File: src/rtl/jogo_pkg.sv
// rtl/jogo_pkg.sv - shared state codes and output decode for the memory-game control unit
//
// Purpose: 4-bit state codes (also the db_estado display value), default timeout
// constants, and the Moore output decode shared by the FSM and the benches.
// Ports: none (package).

package jogo_pkg;

  typedef enum logic [3:0] {
    INICIAL     = 4'h0,
    PREPARACAO  = 4'h1,
    ESPERA      = 4'h2,
    REGISTRA    = 4'h4,
    COMPARA     = 4'h5,
    PROXIMO     = 4'h6,
    FIM_ACERTO  = 4'hA,
    FIM_TIMEOUT = 4'hD,
    FIM_ERRO    = 4'hE
  } estado_t;

  // 3 s at a 1 kHz clock.
  localparam int TIMEOUT_CICLOS_PADRAO = 3000;
  localparam int TMR_W_PADRAO          = 12;

  // Datapath commands and round status; timeout is kept apart because it only
  // exists when the timer is built.
  typedef struct packed {
    logic zera_c;
    logic conta_c;
    logic zera_r;
    logic registra_r;
    logic pronto;
    logic acertou;
    logic errou;
  } saidas_t;

  function automatic saidas_t decodifica_saidas(input estado_t estado);
    saidas_t s;
    s = '0;
    case (estado)
      PREPARACAO: begin
        s.zera_c = 1'b1;
        s.zera_r = 1'b1;
      end
      REGISTRA:   s.registra_r = 1'b1;
      PROXIMO:    s.conta_c = 1'b1;
      FIM_ACERTO: begin
        s.pronto  = 1'b1;
        s.acertou = 1'b1;
      end
      FIM_ERRO, FIM_TIMEOUT: begin
        s.pronto = 1'b1;
        s.errou  = 1'b1;
      end
      default: s = '0;
    endcase
    return s;
  endfunction

endpackage

File: src/rtl/detector_borda.sv
// rtl/detector_borda.sv - rising-edge detector for a synchronous level
//
// Purpose: registers the level every cycle and emits a one-cycle pulse when the
// level goes from 0 to 1.
// Ports:
//   clock  in  system clock, rising edge
//   reset  in  asynchronous active-low reset
//   sinal  in  level input, already synchronous to clock
//   borda  out one-cycle pulse on a rising edge of sinal

module detector_borda (
  input  logic clock,
  input  logic reset,
  input  logic sinal,
  output logic borda
);

  logic sinal_d;
  logic sinal_q;

  always_comb begin
    sinal_d = sinal;
  end

  always_ff @(posedge clock or negedge reset) begin
    if (!reset) begin
      sinal_q <= 1'b0;
    end else begin
      sinal_q <= sinal_d;
    end
  end

  assign borda = sinal & ~sinal_q;

endmodule

File: src/rtl/unidade_controle_jogo.sv
// rtl/unidade_controle_jogo.sv - Moore FSM sequencing one round of the memory game
//
// Purpose: detects plays on tem_jogada, commands switch-register load, compare and
// counter advance, and ends the round in hit, miss or (optionally) timeout.
// Optional feature: define UNIDADE_CONTROLE_JOGO_TIMEOUT_EN to build the per-play
// timer and the FIM_TIMEOUT state; otherwise timeout is tied to 0.
// Ports:
//   clock       in  system clock, rising edge
//   reset       in  asynchronous active-low reset
//   iniciar     in  start/restart request (level)
//   tem_jogada  in  OR of the switches, synchronous to clock
//   igual       in  switch register equals memory data
//   fim         in  sequence counter at last address
//   zeraC       out clear sequence counter
//   contaC      out increment sequence counter
//   zeraR       out clear switch register
//   registraR   out load switch register
//   pronto      out round finished
//   acertou     out round won
//   errou       out round lost (miss or timeout)
//   timeout     out round lost by timeout
//   db_estado   out current state code for the hex display

module unidade_controle_jogo
  import jogo_pkg::*;
#(
  parameter int TIMEOUT_CICLOS = TIMEOUT_CICLOS_PADRAO,
  parameter int TMR_W          = TMR_W_PADRAO
) (
  input  logic       clock,
  input  logic       reset,
  input  logic       iniciar,
  input  logic       tem_jogada,
  input  logic       igual,
  input  logic       fim,
  output logic       zeraC,
  output logic       contaC,
  output logic       zeraR,
  output logic       registraR,
  output logic       pronto,
  output logic       acertou,
  output logic       errou,
  output logic       timeout,
  output logic [3:0] db_estado
);

  if ((64'd1 << TMR_W) < 64'(TIMEOUT_CICLOS)) begin : g_tmr_w_check
    $error("TMR_W too narrow for TIMEOUT_CICLOS");
  end

  logic jogada;

  detector_borda u_detector_borda (
    .clock (clock),
    .reset (reset),
    .sinal (tem_jogada),
    .borda (jogada)
  );

  estado_t estado_d;
  estado_t estado_q;
  saidas_t saidas_d;
  saidas_t saidas_q;

`ifdef UNIDADE_CONTROLE_JOGO_TIMEOUT_EN
  logic [TMR_W-1:0] timer_d;
  logic [TMR_W-1:0] timer_q;
  logic             timeout_d;
  logic             timeout_q;
  logic             timer_esgotado;

  assign timer_esgotado = (timer_q == TMR_W'(TIMEOUT_CICLOS - 1));
`endif

  always_comb begin
    estado_d = estado_q;
    case (estado_q)
      INICIAL:     if (iniciar) estado_d = PREPARACAO;
      PREPARACAO:  estado_d = ESPERA;
      ESPERA: begin
        // A play in the last allowed cycle beats the timeout.
        if (jogada) begin
          estado_d = REGISTRA;
        end
`ifdef UNIDADE_CONTROLE_JOGO_TIMEOUT_EN
        else if (timer_esgotado) begin
          estado_d = FIM_TIMEOUT;
        end
`endif
      end
      REGISTRA:    estado_d = COMPARA;
      COMPARA: begin
        if (!igual)   estado_d = FIM_ERRO;
        else if (fim) estado_d = FIM_ACERTO;
        else          estado_d = PROXIMO;
      end
      PROXIMO:     estado_d = ESPERA;
      FIM_ACERTO, FIM_ERRO, FIM_TIMEOUT: begin
        if (iniciar) estado_d = PREPARACAO;
      end
      default:     estado_d = INICIAL;
    endcase
  end

  // Outputs are registered from the next state so that they are valid in the
  // same cycle the state is entered, exactly like a decode of estado_q.
  always_comb begin
    saidas_d = decodifica_saidas(estado_d);
  end

`ifdef UNIDADE_CONTROLE_JOGO_TIMEOUT_EN
  always_comb begin
    timer_d   = timer_q;
    timeout_d = (estado_d == FIM_TIMEOUT);
    case (estado_q)
      PREPARACAO, PROXIMO: timer_d = '0;
      ESPERA:              timer_d = timer_q + TMR_W'(1);
      default:             timer_d = timer_q;
    endcase
  end
`endif

  always_ff @(posedge clock or negedge reset) begin
    if (!reset) begin
      estado_q  <= INICIAL;
      saidas_q  <= '0;
`ifdef UNIDADE_CONTROLE_JOGO_TIMEOUT_EN
      timer_q   <= '0;
      timeout_q <= 1'b0;
`endif
    end else begin
      estado_q  <= estado_d;
      saidas_q  <= saidas_d;
`ifdef UNIDADE_CONTROLE_JOGO_TIMEOUT_EN
      timer_q   <= timer_d;
      timeout_q <= timeout_d;
`endif
    end
  end

  assign zeraC     = saidas_q.zera_c;
  assign contaC    = saidas_q.conta_c;
  assign zeraR     = saidas_q.zera_r;
  assign registraR = saidas_q.registra_r;
  assign pronto    = saidas_q.pronto;
  assign acertou   = saidas_q.acertou;
  assign errou     = saidas_q.errou;
  assign db_estado = estado_q;

`ifdef UNIDADE_CONTROLE_JOGO_TIMEOUT_EN
  assign timeout = timeout_q;
`else
  assign timeout = 1'b0;
`endif

endmodule

File: config.mk
export PLATFORM = sky130hd
export DESIGN_NAME = unidade_controle_jogo
export DESIGN_NICKNAME = d
export VERILOG_FILES = /design/src/rtl/jogo_pkg.sv /design/src/rtl/detector_borda.sv /design/src/rtl/unidade_controle_jogo.sv
export SDC_FILE = /design/constraint.sdc
export NUM_CORES = 1
export LEC_CHECK = 0
export CAP_MARGIN = 20
export CELL_PAD_IN_SITES_DETAIL_PLACEMENT = 2
export CELL_PAD_IN_SITES_GLOBAL_PLACEMENT = 2
export CORE_UTILIZATION = 27
export CTS_CLUSTER_DIAMETER = 60
export DETAILED_ROUTE_END_ITERATION = 8
export PLACE_DENSITY_LB_ADDON = 0.1
export SKIP_LAST_GASP = 1
export SYNTH_ARGS = -nofsm -noshare
export SYNTH_HDL_FRONTEND = slang
export SYNTH_SLANG_ARGS = --single-unit
File: constraint.sdc
create_clock -name clock -period 3.51 [get_ports clock]
set_input_delay 0.8775 -clock clock [delete_from_list [all_inputs] [get_ports clock]]
set_output_delay 0.8775 -clock clock [all_outputs]
set_load 0.1 [all_outputs]
==> results.cfg, run 1 <==
[global_routing]
grt_pass1_wl_mm = 1.93
grt_usage_pct = 13.8
grt_pass1_vias = 413
grt_antenna_before_repair = 0
grt_overflow_total = 0
grt_max_degree = 12

[clocking]
cts_tree = done
cts_buffers = 3
insertion_delay_ps = 270
cts.clk_slew.worst_paths_ps = 70
cts_resized = 0
cts_buffer_depth = 2
root_buffer = clkbuf_4
cts_num_sinks = 11
postCtsSetupBuffers = 0
cts_hold_buf = 0
htree_num_levels = 1

[synthesis]
synth_common_cells = dfrtp_1, nand2b_1, buf_4, nor3b_1
netlist_area_um2 = 498
synth.distinct_cells = 27
ys_seq_area_share_pct = 55.3
synth_top_flop_cell = dfrtp_1
yosys_register_bits = 11
synthArstFlopShare_pct = 100
synth_area_leaders = dfrtp_1, nand2b_1, a2111oi_2
syn_inst = 41
synth-edff-count = 0
ys_warn_count = 0
yosysTopAreaCell = dfrtp_1
syn_avg_cell_area_um2 = 12.1
post-synth-top-count-cell = dfrtp_1
synth_nets = 47
synth_top_cell_area_share_pct = 55.3

[timing]
fin_setup_tns_ps = 0
layout_min_cycle_time_ps = 2150
clock_skew_ps = 5.59
rsz0062_at_grt = no
slew_violations = 0
hold_violations = 0
setup_viol = 0
fin_crit_sh_pct = 61.3
fmax_ghz = 0.465

[cells_and_area]
areaGrowthSynthToFinish_pct = 32.9
fin_nets = 65
nFillCells = 204
diodes = 0
drive_gt1_share_pct = 32.8

[detailed_routing]
num_vias = 386
drtAntennaViolNets = 0
wl_per_cell_um = 13.9
wl_mm = 1.16
vias_per_cell = 4.65
drt-initial-drc-count = 1
dr.pass1.iters = 3
drc = 0

[critical_path]
critPathArrivalTime_ps = 2310
r2r_start = db_estado[3]
reg2reg_slack_ps = 1880
critPathRequiredTime_ps = 3670
end_kind = register
critPathMaxFanout = 5
rr_worst_depth = 4
worstSetupStartpointType = input port
critPathKind = input port to register
r2r_end = contaC

[die]
io_pins = 18
die_area_um2 = 2020
die_y_um = 44.9
coreArea_um2 = 1730
die_w_um = 44.9
start_util_pct = 28.8
rows = 15

[min_path]
min_from = u_detector_borda.sinal_q
holdPathStages = 2
min_path_type = register to register
min_to = registraR

[placed_design]
portBuffers = 16
dp_hpwl_um = 914
gp_congestion = 0.813

[outcome]
status = complete, no violations

[flow_run]
max_cap_viol_count = 0
[layer usage]
metal  routed length (µm)  track usage, %  vias to the layer above
met5                    0               0                        -
met4                   16            10.9                        0
met3                   48            1.60                        2
met2                  594            22.0                       16
met1                  498            16.8                      192
li1                     -               -                      176
[registers in the layout (all words and copies together) (netlist names)]
register,flops
u_detector_borda.sinal_q,1
registraR,1
errou,1
pronto,1
contaC,1
acertou,1
zeraR,1
db_estado,4
[layout make-up]
cell class                      count  area (µm²)  area share (%)
Clock buffer                        4        26.3            3.97
Inverter                            1        3.75           0.567
Multi-Input combinational cell     26         193            29.1
Sequential cell                    11         275            41.6
Tap cell                           25        31.3            4.73
Timing Repair Buffer               16         133            20.0
[logic make-up after synthesis]
logic type      synth area share, %
compound gates                 13.6
buf+inv                        6.03
simple gates                   24.4
other cells                   0.753
flops                          55.3
[critical path, cell delays in order]
cell and delay, ps:
clkdlybuf4s50_1 540, nand2b_1 240, a211oi_1 70, or3_4 410, and3b_1 180
[through the flow]
step / cell area (µm²) / hold slack (ps) / utilization (%) / setup WS [ps] / instances
after CTS: 662 / 602 / 38.3 / 1360 / 83
after global placement: 636 / 570 / 36.8 / 1130 / 79
after global routing: 662 / 614 / 38.3 / 1300 / 83
after floorplan: 498 / 538 / - / 1310 / 41
after detailed placement: 636 / 594 / 36.8 / 1060 / 79
final: 662 / 595 / 38.3 / 1360 / 83
[layout by cell type (no fill, tap or decap), types with 2 or more instances in the layout]
cell and count:
buf_4 11, clkbuf_4 3, clkdlybuf4s50_1 5, dfrtp_1 11, nand2b_1 3, nor3b_1 2
[how the worst max path moves through the flow]
stage / slack (ps) / depth (start not counted) / endpoint / startpoint
after CTS: 1360 / 5 / contaC / iniciar
after floorplan: 1310 / 1 / zeraR / zeraR
after global placement: 1130 / 5 / contaC / iniciar
final: 1360 / 5 / contaC / iniciar
after global routing: 1300 / 5 / errou / iniciar
after detailed placement: 1060 / 5 / contaC / iniciar
Power of run 1 is left out: the tool's default activity adds up to more than one toggle a clock period on the data nets, which glitch-free logic cannot reach.
==> inputs of run 2 (changes only) <==
--- a/config.mk
+++ b/config.mk
@@ -8,7 +8,7 @@
 export CAP_MARGIN = 20
 export CELL_PAD_IN_SITES_DETAIL_PLACEMENT = 2
 export CELL_PAD_IN_SITES_GLOBAL_PLACEMENT = 2
-export CORE_UTILIZATION = 27
+export CORE_UTILIZATION = 25
 export CTS_CLUSTER_DIAMETER = 60
 export DETAILED_ROUTE_END_ITERATION = 8
 export PLACE_DENSITY_LB_ADDON = 0.1
==> constraint.sdc (replaced) <==
create_clock -name clock -period 2 [get_ports clock]
set_input_delay 0.5 -clock clock [delete_from_list [all_inputs] [get_ports clock]]
set_output_delay 0.5 -clock clock [all_outputs]
set_load 0.1 [all_outputs]
==> run 2 against run 1 <==
Net effect: clock skew decreased by 2.3 ps; non-clock buffer count increased by 1; register-to-register slack worse by 1500 ps; critical path depth unchanged; design area grew 13%; die area up 7.6%; hold slack worse by 32 ps; first-iteration DRC count grew to 3.0 times the previous value; count of clock-buffer cells in the layout did not move; wire length increased by 2.7%; highest routed layer is now met3.
==> results.cfg, run 2 (same netlist as run 1, synthesis figures left out) <==
[die]
io_pins = 18
start_util_pct = 27.6
die_area_um2 = 2170
coreArea_um2 = 1800
die_w_um = 46.6
rows = 15
die_y_um = 46.6

[clocking]
postCtsSetupBuffers = 0
cts_buffer_depth = 2
htree_num_levels = 1
cts_tree = done
cts_resized = 0
cts_num_sinks = 11
root_buffer = clkbuf_4
cts.clk_slew.worst_paths_ps = 70
cts_buffers = 3
cts_hold_buf = 0
insertion_delay_ps = 260

[detailed_routing]
num_vias = 394
dr.pass1.iters = 3
drc = 0
vias_per_cell = 4.69
wl_mm = 1.19
drtAntennaViolNets = 0
drt-initial-drc-count = 3
wl_per_cell_um = 14.1

[critical_path]
critPathMaxFanout = 5
r2r_start = db_estado[1]
rr_worst_depth = 4
critPathKind = input port to register
reg2reg_slack_ps = 410
critPathArrivalTime_ps = 1890
r2r_end = contaC
worstSetupStartpointType = input port
end_kind = register
critPathRequiredTime_ps = 2150

[timing]
hold_violations = 0
fin_crit_sh_pct = 87.1
slew_violations = 0
setup_viol = 0
fmax_ghz = 0.574
rsz0062_at_grt = no
finalWorstSetupSlack_ps = 258
layout_min_cycle_time_ps = 1740
clock_skew_ps = 3.34

[placed_design]
dp_slack_ps = -13.5
dp_hpwl_um = 954
portBuffers = 16
gp_congestion = 0.815
place_area_um2 = 721

[global_routing]
grt_pass1_vias = 416
grt_pass1_wl_mm = 1.90
grt_max_degree = 12
grt_usage_pct = 12.9
grt_antenna_before_repair = 0
grt_overflow_total = 0

[min_path]
min_path_type = input port to asynchronous set/reset pin

[cells_and_area]
drive_gt1_share_pct = 37.3
finalInstanceArea_um2 = 747
multi_input_area_um2 = 193
diodes = 0
final_cell_mix = dfrtp_1, buf_12, buf_4
areaGrowthSynthToFinish_pct = 50.0
register_area_um2 = 278
final_common_cell = dfrtp_1
fin_nets = 66
nFillCells = 203
utilization_pct = 41.5
largest_reg_flops = 4

[flow_run]
max_cap_viol_count = 0

[outcome]
status = complete, no violations
## run 2: worst max path at each step
stage | from | slack, ps | to | cells after the start
after CTS | iniciar | 270 | contaC | 5
after global placement | iniciar | 50 | contaC | 5
final | iniciar | 260 | contaC | 5
after floorplan | db_estado[1] | 20 | contaC | 4
after global routing | igual | 190 | contaC | 5
after detailed placement | iniciar | -10 | contaC | 5
## run 2: worst max-delay path, stage by stage
cell	delay [ps]
clkdlybuf4s50_1	550
nand2b_1	170
a211oi_1	60
or3_4	430
and3b_1	180
## run 2: area by class of cell
cell class,count,area share [%]
Clock buffer,4,3.52
Inverter,1,0.503
Multi-Input combinational cell,26,25.8
Sequential cell,11,37.2
Tap cell,25,4.19
Timing Repair Buffer,17,28.8
## run 2: per-layer routing
metal	up-vias	share of wire (%)	global-route usage, %
met5	-	0	0
met1	197	39	14.9
li1	179	-	-
met2	18	52	20.3
met3	0	9.3	5.49
met4	0	0	6.29
## run 2: metrics by stage
step / hold slack [ps] / instances / setup TNS (ps)
finish: 562 / 84 / 0
global route: 599 / 84 / 0
CTS: 581 / 84 / 0
detailed placement: 583 / 80 / -13.5
global placement: 565 / 80 / 0
floorplan: 204 / 41 / 0
Power of run 2 is left out for the same reason.
==> inputs of run 3 (changes only) <==
--- a/config.mk
+++ b/config.mk
@@ -11,6 +11,7 @@
 export CORE_UTILIZATION = 25
 export CTS_CLUSTER_DIAMETER = 60
 export DETAILED_ROUTE_END_ITERATION = 8
+export GPL_TIMING_DRIVEN = 1
 export PLACE_DENSITY_LB_ADDON = 0.1
 export SKIP_LAST_GASP = 1
 export SYNTH_ARGS = -nofsm -noshare
==> constraint.sdc (replaced) <==
create_clock -name clock -period 2 [get_ports clock]
set_input_delay 0.5 -clock clock [delete_from_list [all_inputs] [get_ports clock]]
set_output_delay 0.5 -clock clock [all_outputs]
set_load 0.02 [all_outputs]
==> run 3 against run 2 <==
Net effect: count of clock-buffer cells in the layout is the same; global-route usage grew 0.98 points; largest cell class unchanged; die area is the same; sequential share of layout area grew 1.9 points; design area shrank 5.7%; sequential cell count is the same; final cell count grew 1.2%; critical path type is now register to output port; wire length shrank 1.7%.
==> results.cfg, run 3 (same netlist as run 1, synthesis figures left out) <==
[cells_and_area]
drive_gt1_share_pct = 16.7
fin_nets = 67
utilization_pct = 39.1
largest_reg_flops = 4
areaGrowthSynthToFinish_pct = 41.5
stdcell_count = 85
final_cell_mix = clkdlybuf4s50_1, dfrtp_1, nand2b_1, clkbuf_4
final_common_cell = clkdlybuf4s50_1
diodes = 0

[critical_path]
reg2reg_slack_ps = 460
critPathKind = register to output port
path_cells = clkdlybuf4s50_1
crit_family = buffers and inverters
end_kind = output port
cp_slowest_stage_delay_ps = 640
cp_slowest_cell = clkdlybuf4s50_1
critPathArrivalTime_ps = 1360
critPathMaxFanout = 6
path_buf_inv = 1
critPathRequiredTime_ps = 1500
worstSetupStartpointType = register

[global_routing]
grt_max_degree = 12
grt_pass1_vias = 458
grt_pass1_wl_mm = 2.06
grt_antenna_before_repair = 0
grt_overflow_total = 0
grt_usage_pct = 13.9

[clocking]
cts_tree = done
cts_resized = 0
cts_hold_buf = 0
cts_num_sinks = 11
htree_num_levels = 1
insertion_delay_ps = 260
root_buffer = clkbuf_4
cts_buffer_depth = 2
postCtsSetupBuffers = 0
cts.clk_slew.worst_paths_ps = 70
cts_buffers = 3

[power_and_ir_drop]
leakage_nw = 0.298
power_density_nw_per_um2 = 1210
peakVddDrop_mv = 0.454

[timing]
layout_min_cycle_time_ps = 1860
hold_ws_ps = 560
rsz0062_at_grt = no
finalWorstSetupSlack_ps = 142
fin_setup_tns_ps = 0
hold_violations = 0
fin_crit_sh_pct = 92.9
fmax_ghz = 0.538
slew_violations = 0
setup_viol = 0
clock_skew_ps = 3.30

[placed_design]
dp.cells = 81
gp_congestion = 0.860
dp_hpwl_um = 982
dp_slack_ps = -17.9
portBuffers = 16

[die]
die_w_um = 46.6
io_pins = 18
rows = 15
die_area_um2 = 2170
start_util_pct = 27.6
coreArea_um2 = 1800
die_y_um = 46.6

[detailed_routing]
wl_per_cell_um = 13.7
drtAntennaViolNets = 0
drc = 0
num_vias = 392
drt-initial-drc-count = 2
wl_mm = 1.17
vias_per_cell = 4.61
dr.pass1.iters = 3

[min_path]
min_path_type = input port to asynchronous set/reset pin

[outcome]
status = complete, no violations

[flow_run]
max_cap_viol_count = 0
==> run 3: changes by cell type in the layout (fill, tap and decap cells not counted), sizes merged <==
cell           previous run  this run
clkdlybuf4s50             5        16
buf                      12         2
==> run 3: metrics by stage <==
stage | total power, mW | instance area [µm²]
global placement | 0.707 | 678
global route | 0.914 | 704
CTS | 0.873 | 704
detailed placement | 0.722 | 678
floorplan | 0.549 | 498
finish | 0.855 | 704
==> run 3: cell type report <==
cell class	instances	area [µm²]
Fill cell	212	1100
Multi-Input combinational cell	26	193
Timing Repair Buffer	18	175
Tap cell	25	31.3
Inverter	1	3.75
Clock buffer	4	26.3
Sequential cell	11	275
==> run 3: layer usage <==
metal  part of all wire, %  track usage (%)  up-vias
li1                      -                -      182
met2                    50             25.0       16
met5                     0                0        -
met3                   7.4             3.92        2
met1                    42             15.9      192
met4                  0.51             3.43        0
==> run 3: worst paths after layout <==
check                                          from            to  cells past startpoint
setup / recovery                       db_estado[1]  db_estado[1]                      1
hold / removal                                reset        contaC                      1
setup reg to reg                       db_estado[1]        contaC                      4
hold reg to reg            u_detector_borda.sinal_q     registraR                      2
max in group asynchronous                     reset        pronto                      1
min in group clock         u_detector_borda.sinal_q     registraR                      2
==> run 3: power by group <==
part	switching [mW]	total [mW]	internal [mW]
sequential	0.0553	0.330	0.275
clock	0.0689	0.146	0.0769
combinational	0.199	0.380	0.181
Power figures use the tool's default switching activity.
